--- config.mk ---
export PLATFORM = sky130hd
export DESIGN_NAME = nw_systolic_scorer
export DESIGN_NICKNAME = d
export VERILOG_FILES = /design/src/rtl/nw_pkg.sv /design/src/rtl/nw_pe.sv /design/src/rtl/nw_systolic_scorer.sv
export SDC_FILE = /design/constraint.sdc
export NUM_CORES = 2
export LEC_CHECK = 0
export BUFFER_PORTS_ARGS = -buffer_cell sky130_fd_sc_hd__buf_4
export CELL_PAD_IN_SITES_DETAIL_PLACEMENT = 1
export CELL_PAD_IN_SITES_GLOBAL_PLACEMENT = 2
export CORE_MARGIN = 8
export CORE_UTILIZATION = 37
export CTS_BUF_LIST = sky130_fd_sc_hd__clkbuf_4 sky130_fd_sc_hd__clkbuf_8 sky130_fd_sc_hd__clkbuf_16
export CTS_CLUSTER_DIAMETER = 80
export DETAILED_ROUTE_END_ITERATION = 8
export GPL_ROUTABILITY_DRIVEN = 0
export PLACE_DENSITY_LB_ADDON = 0.25
export SLEW_MARGIN = 20
export SYNTH_ARGS = -nofsm -noshare
export SYNTH_HDL_FRONTEND = slang
export SYNTH_SLANG_ARGS = --single-unit
--- constraint.sdc ---
create_clock -name clk -period 7.9 [get_ports clk]
set_input_delay 0.395 -clock clk [delete_from_list [all_inputs] [get_ports clk]]
set_output_delay 0.395 -clock clk [all_outputs]
set_load 0.01 [all_outputs]
--- src/rtl/nw_pkg.sv ---
// Shared types and helpers for the systolic Needleman-Wunsch scorer.
// Boundary scores are k*INDEL; callers size the result to their score width.
package nw_pkg;

  typedef enum logic [1:0] {
    IDLE   = 2'd0,
    RUN    = 2'd1,
    FINISH = 2'd2
  } state_e;

  localparam logic [1:0] CH_A = 2'd0;
  localparam logic [1:0] CH_C = 2'd1;
  localparam logic [1:0] CH_G = 2'd2;
  localparam logic [1:0] CH_T = 2'd3;

  function automatic int boundary_score(input int k, input int indel);
    return k * indel;
  endfunction

endpackage

--- src/rtl/nw_pe.sv ---
// One column of the systolic array: computes H[i+1][j+1] for the s2 char
// currently passing through, and forwards that char to the next column.
module nw_pe
  import nw_pkg::*;
#(
  parameter int CWIDTH   = 2,
  parameter int SWIDTH   = 16,
  parameter int MATCH    = 1,
  parameter int MISMATCH = -1,
  parameter int INDEL    = -1,
  parameter int COL_IDX  = 0
) (
  input  logic                     clk,
  input  logic                     rst_n,
  input  logic                     load_i,
  input  logic                     shift_i,
  input  logic                     en_i,
  input  logic [CWIDTH-1:0]        s1_char_i,
  input  logic [CWIDTH-1:0]        char_i,
  input  logic signed [SWIDTH-1:0] left_i,
  output logic [CWIDTH-1:0]        char_o,
  output logic signed [SWIDTH-1:0] score_o
);

  localparam logic signed [SWIDTH-1:0] W_MATCH     = SWIDTH'(MATCH);
  localparam logic signed [SWIDTH-1:0] W_MISMATCH  = SWIDTH'(MISMATCH);
  localparam logic signed [SWIDTH-1:0] W_INDEL     = SWIDTH'(INDEL);
  localparam logic signed [SWIDTH-1:0] INIT_ABOVE  = SWIDTH'(boundary_score(COL_IDX + 1, INDEL));
  localparam logic signed [SWIDTH-1:0] INIT_CORNER = SWIDTH'(boundary_score(COL_IDX, INDEL));

  logic [CWIDTH-1:0]        char_q;
  // score_q is both this column's output and its "above" value for the next row.
  logic signed [SWIDTH-1:0] score_q;
  logic signed [SWIDTH-1:0] corner_q;

  logic signed [SWIDTH-1:0] diag_cand;
  logic signed [SWIDTH-1:0] up_cand;
  logic signed [SWIDTH-1:0] left_cand;
  logic signed [SWIDTH-1:0] best;

  always_comb begin
    diag_cand = corner_q + ((char_i == s1_char_i) ? W_MATCH : W_MISMATCH);
    up_cand   = score_q + W_INDEL;
    left_cand = left_i + W_INDEL;
    best      = diag_cand;
    if (up_cand > best) begin
      best = up_cand;
    end
    if (left_cand > best) begin
      best = left_cand;
    end
  end

  always_ff @(posedge clk or negedge rst_n) begin
    if (!rst_n) begin
      char_q   <= '0;
      score_q  <= '0;
      corner_q <= '0;
    end else begin
      if (shift_i) begin
        char_q <= char_i;
      end
      if (load_i) begin
        score_q  <= INIT_ABOVE;
        corner_q <= INIT_CORNER;
      end else if (en_i) begin
        score_q  <= best;
        corner_q <= left_i;
      end
    end
  end

  assign char_o  = char_q;
  assign score_o = score_q;

endmodule

--- src/rtl/nw_systolic_scorer.sv ---
// Linear systolic Needleman-Wunsch global-alignment scorer: one PE per s1 char,
// s2 streams through on an anti-diagonal wavefront under a start/busy/done handshake.
module nw_systolic_scorer
  import nw_pkg::*;
#(
  parameter int MAX_LEN  = 16,
  parameter int CWIDTH   = 2,
  parameter int SWIDTH   = 16,
  parameter int LWIDTH   = $clog2(MAX_LEN + 1),
  parameter int MATCH    = 1,
  parameter int MISMATCH = -1,
  parameter int INDEL    = -1
) (
  input  logic                      clk,
  input  logic                      rst_n,
  input  logic                      start,
  input  logic [MAX_LEN*CWIDTH-1:0] s1,
  input  logic [MAX_LEN*CWIDTH-1:0] s2,
  input  logic [LWIDTH-1:0]         len1,
  input  logic [LWIDTH-1:0]         len2,
  output logic                      busy,
  output logic                      done,
  output logic signed [SWIDTH-1:0]  score
);

  localparam int TWIDTH = LWIDTH + 1;
  localparam int IWIDTH = (MAX_LEN > 1) ? $clog2(MAX_LEN) : 1;

  state_e                   state_q, state_d;
  logic [TWIDTH-1:0]        t_q, t_d;
  logic [LWIDTH-1:0]        len1_q, len1_d;
  logic [LWIDTH-1:0]        len2_q, len2_d;
  logic                     done_q, done_d;
  logic signed [SWIDTH-1:0] score_q, score_d;
  logic [CWIDTH-1:0]        s1_q [MAX_LEN];
  logic [CWIDTH-1:0]        s2_q [MAX_LEN];

  logic                     accept;
  logic                     run;
  logic                     last_wave;
  logic                     degenerate;
  logic [LWIDTH-1:0]        len1_clamp;
  logic [LWIDTH-1:0]        len2_clamp;
  logic [IWIDTH-1:0]        last_col;
  logic [CWIDTH-1:0]        feed_char;
  logic signed [SWIDTH-1:0] feed_left;
  logic signed [SWIDTH-1:0] degen_score;
  logic [CWIDTH-1:0]        pe_char  [MAX_LEN];
  logic signed [SWIDTH-1:0] pe_score [MAX_LEN];

  assign len1_clamp  = (len1 > LWIDTH'(MAX_LEN)) ? LWIDTH'(MAX_LEN) : len1;
  assign len2_clamp  = (len2 > LWIDTH'(MAX_LEN)) ? LWIDTH'(MAX_LEN) : len2;
  assign last_wave   = (t_q == ({1'b0, len1_q} + {1'b0, len2_q} - TWIDTH'(2)));
  assign degenerate  = (len1_q == '0) || (len2_q == '0);
  assign last_col    = IWIDTH'(len1_q - 1'b1);
  assign degen_score = SWIDTH'(boundary_score(int'(len1_q) + int'(len2_q), INDEL));

  // PE0 sees s2 char t with the column-0 boundary H[t+1][0] on its left.
  assign feed_char = (t_q < {1'b0, len2_q}) ? s2_q[t_q[IWIDTH-1:0]] : '0;
  assign feed_left = SWIDTH'(boundary_score(int'(t_q) + 1, INDEL));

  always_comb begin
    state_d = state_q;
    t_d     = t_q;
    len1_d  = len1_q;
    len2_d  = len2_q;
    done_d  = 1'b0;
    score_d = score_q;
    accept  = 1'b0;
    run     = 1'b0;
    case (state_q)
      IDLE: begin
        if (start) begin
          accept  = 1'b1;
          len1_d  = len1_clamp;
          len2_d  = len2_clamp;
          t_d     = '0;
          state_d = ((len1_clamp == '0) || (len2_clamp == '0)) ? FINISH : RUN;
        end
      end
      RUN: begin
        run = 1'b1;
        t_d = t_q + 1'b1;
        if (last_wave) begin
          state_d = FINISH;
        end
      end
      FINISH: begin
        done_d  = 1'b1;
        score_d = degenerate ? degen_score : pe_score[last_col];
        state_d = IDLE;
      end
      default: state_d = IDLE;
    endcase
  end

  always_ff @(posedge clk or negedge rst_n) begin
    if (!rst_n) begin
      state_q <= IDLE;
      t_q     <= '0;
      len1_q  <= '0;
      len2_q  <= '0;
      done_q  <= 1'b0;
      score_q <= '0;
      for (int k = 0; k < MAX_LEN; k++) begin
        s1_q[k] <= '0;
        s2_q[k] <= '0;
      end
    end else begin
      state_q <= state_d;
      t_q     <= t_d;
      len1_q  <= len1_d;
      len2_q  <= len2_d;
      done_q  <= done_d;
      score_q <= score_d;
      if (accept) begin
        for (int k = 0; k < MAX_LEN; k++) begin
          s1_q[k] <= s1[k*CWIDTH +: CWIDTH];
          s2_q[k] <= s2[k*CWIDTH +: CWIDTH];
        end
      end
    end
  end

  for (genvar gi = 0; gi < MAX_LEN; gi++) begin : g_pe
    localparam logic [TWIDTH-1:0] COL = TWIDTH'(gi);
    logic [TWIDTH:0]          row_diff;
    logic                     pe_en;
    logic [CWIDTH-1:0]        char_in;
    logic signed [SWIDTH-1:0] left_in;

    // Column gi works on row t-gi; the sign bit of the difference marks "not yet reached".
    assign row_diff = {1'b0, t_q} - {1'b0, COL};
    assign pe_en    = run && (COL < {1'b0, len1_q}) && !row_diff[TWIDTH]
                      && (row_diff[TWIDTH-1:0] < {1'b0, len2_q});

    if (gi == 0) begin : g_head
      assign char_in = feed_char;
      assign left_in = feed_left;
    end else begin : g_body
      assign char_in = pe_char[gi-1];
      assign left_in = pe_score[gi-1];
    end

    nw_pe #(
      .CWIDTH  (CWIDTH),
      .SWIDTH  (SWIDTH),
      .MATCH   (MATCH),
      .MISMATCH(MISMATCH),
      .INDEL   (INDEL),
      .COL_IDX (gi)
    ) u_pe (
      .clk      (clk),
      .rst_n    (rst_n),
      .load_i   (accept),
      .shift_i  (run),
      .en_i     (pe_en),
      .s1_char_i(s1_q[gi]),
      .char_i   (char_in),
      .left_i   (left_in),
      .char_o   (pe_char[gi]),
      .score_o  (pe_score[gi])
    );
  end

  assign busy  = (state_q != IDLE);
  assign done  = done_q;
  assign score = score_q;

endmodule

==> out/results.ini <==
[final_layout]
fin_nets = 8438
drive_above_1_share_pct = 11.31
final_util_pct = 42.36
fillers = 19370
final_common_cell = nand2_1
area_delta_synth_final_pct = 14.00
layout_common_cells = nand2_1 (951), ha_1 (808), dfrtp_1 (631)

[die]
initial_core_util_pct = 37.16
die_area_mm2 = 0.1786
core_area_mm2 = 0.1646
rows = 149
ios = 95
die_x_um = 422.6
die_h_um = 422.6

[grt]
grt_pass1_wl_mm = 361.8
grt_start_max_net_pins = 158
grt.total_usage_pct = 25.45
antenna_found_initial = 5
overflow = 0
grt_pass1_vias = 59400

[routing]
wl_met1_mm = 101.4
dr.max_layer_used = met4
vias_per_cell = 5.723
drt_wl_total_mm = 234.4
ant_nets = 0
dr.pass1.iters = 5
met3_length_mm = 6.985
num_vias = 56110
wl_per_cell_um = 23.92
routed-wl-met2_mm = 113.7
drc = 0
drtIter0Drc = 3403

[clocking]
cts_root_buf = clkbuf_16
htreeDepth = 3
cts.path.max_buffers = 3
clkTransAtPathRegs_ns = 0.06
clk_latency_ns = 0.73
cts_sinks = 632
cts_tree = done
cts_inserted_buffers = 93

[synth]
ys_types = 92
synth_area_mm2 = 0.06117
avgSynthCellArea_um2 = 8.299
synth_enable_flop_cells = 0
yosysSeqAreaShare_pct = 25.86
synthArstFlopShare_pct = 100.0
synth_cells = 7370
ys_ff_latch = 632
yosys_most_used_dff = dfrtp_1
ys_warn_count = 0
syn_nets = 8277

[timing]
finalClockSkew_ns = 0.03198
maxSlewHeadroom_pct = 29.59
maxSlewViolCount = 0
setup_ws_ns = 0.3462
setup_violations = 0
timing.fmax_ghz = 0.1324
rsz0062_at_grt = true
hold-worst-slack_ns = 0.1507
period_needed_ns = 7.554
period_share_pct = 95.62
worstMarginPinSlew_ns = 1.056
fin_setup_tns_ns = 0
hold_viol_final = 0

[placement]
portBuffers = 94
hpwl_mm = 181.5
pre_cts_slack_ns = -0.02122

[setup_path]
max_stage_delay_ns = 0.53
cpMostUsedCell = ha_1
cp_data_arrival_time_ns = 8.18
slowest_stage = mux4_2
cp.required_ns = 8.52
r2r_slack_ns = 0.35
cp-end-kind = flip-flop
start_kind = flip-flop
cp_max_fo = 8
critical_path_class = reg -> reg

[min_path]
hold_class = in -> reg

[run_status]
outcome = finished, final reports clean

[flow_run]
drv_cap = 0

-- cell usage after synthesis (58+ instances only) --
library cell    n  area (um2)
a21oi_1       502        2512
ha_1          809       10120
nand3_1       147       735.7
nor3_1        309        1546
mux4_2         81        1824
o21a_1         90       675.7
mux2i_1       160        1602
clkbuf_1      279        1047
or3_1          62       387.9
nor2b_1       102       638.1
xor2_1        278        2435
mux2_2        134        1509
nand4_1        91       569.3
dfrtp_1       632       15820
nor2_1        560        2102
o21ai_0       482        2412
inv_1         430        1614
a21o_1        177        1329
xnor2_1       218        1909
o31ai_1        58       435.4
nand2_1       954        3581
-- flip-flops by register name, indices dropped and copies added, names as in the netlist --
register and count:
g_pe.u_pe.score_o 256, g_pe.u_pe.corner_q 247, s1_q 32, s2_q 32, g_pe.u_pe.char_o 30, score 16, t_q 6, len1_q 5
len2_q 5, state_q 2, done 1
-- repair_timing --
action                                  CTS  global route
gates resized for setup                   3            53
cloned                                    0             1
pin swaps                                 0            18
buffers inserted                          1            12
hold buffers                             71             0
endpoints found under the setup margin   15           134
endpoints found under the hold margin   139             0
-- through the flow --
step           cells  instance area [um2]
4_1_cts         9786                69410
6_report        9803                69730
5_1_grt         9801                69720
3_5_place_dp    9539                65440
3_3_place_gp    9539                65440
2_1_floorplan   7370                61170
-- layer usage --
metal,vias to the layer above,track usage (%)
met3,414,2.442
met5,-,0
met1,28000,31.92
met4,0,11.73
met2,952,44.09
li1,26740,-
-- final timing paths --
path | to | cells after the start | start
min | len2_q[4]$_DFFE_PN0P_ | 3 | len2[4]
min reg2reg | s2_q[25]$_DFFE_PN0P_ | 2 | s2_q[25]$_DFFE_PN0P_
max | g_pe[0].u_pe.score_o[7]$_DFFE_PN0P_ | 33 | t_q[0]$_DFFE_PN0P_
min in group asynchronous | g_pe[15].u_pe.corner_q[13]$_DFFE_PN0P_ | 2 | rst_n
max in group asynchronous | g_pe[1].u_pe.score_o[15]$_DFFE_PN0P_ | 3 | rst_n
max reg2reg | g_pe[0].u_pe.score_o[7]$_DFFE_PN0P_ | 33 | t_q[0]$_DFFE_PN0P_
-- critical path, delay by kind of cell, from the launching register on --
family          cells  cell delay, ns
simple gates        8            1.29
fa+ha+maj           4            1.35
compound gates     13            2.14
buf+inv             3            0.52
flops               1            0.42
mux                 4            1.55
xor+xnor            1            0.14
-- layout make-up --
type,instances,area (um2),share of cell area (%)
inverter,433,1633,2.342
clock buffer,132,2750,3.944
clock inverter,43,495.5,0.7106
tap,2189,2739,3.928
multi-input combinational,5965,42850,61.45
antenna,3,7.507,0.01077
sequential,632,15820,22.69
timing repair buffer,406,3433,4.924
-- cell families after synthesis --
logic type,count (synthesis),share of synthesized area [%]
XOR/XNOR,497,7.147
flip-flops,632,25.86
buffers and inverters,773,4.830
AND/OR/NAND/NOR,2514,18.93
AO/OA/AOI/OAI,1747,17.90
adder cells (fa/ha/maj),831,17.25
multiplexers,376,8.090
Power is left out: the tool's default activity adds up to more than one toggle a clock period on the data nets, which glitch-free logic cannot reach.
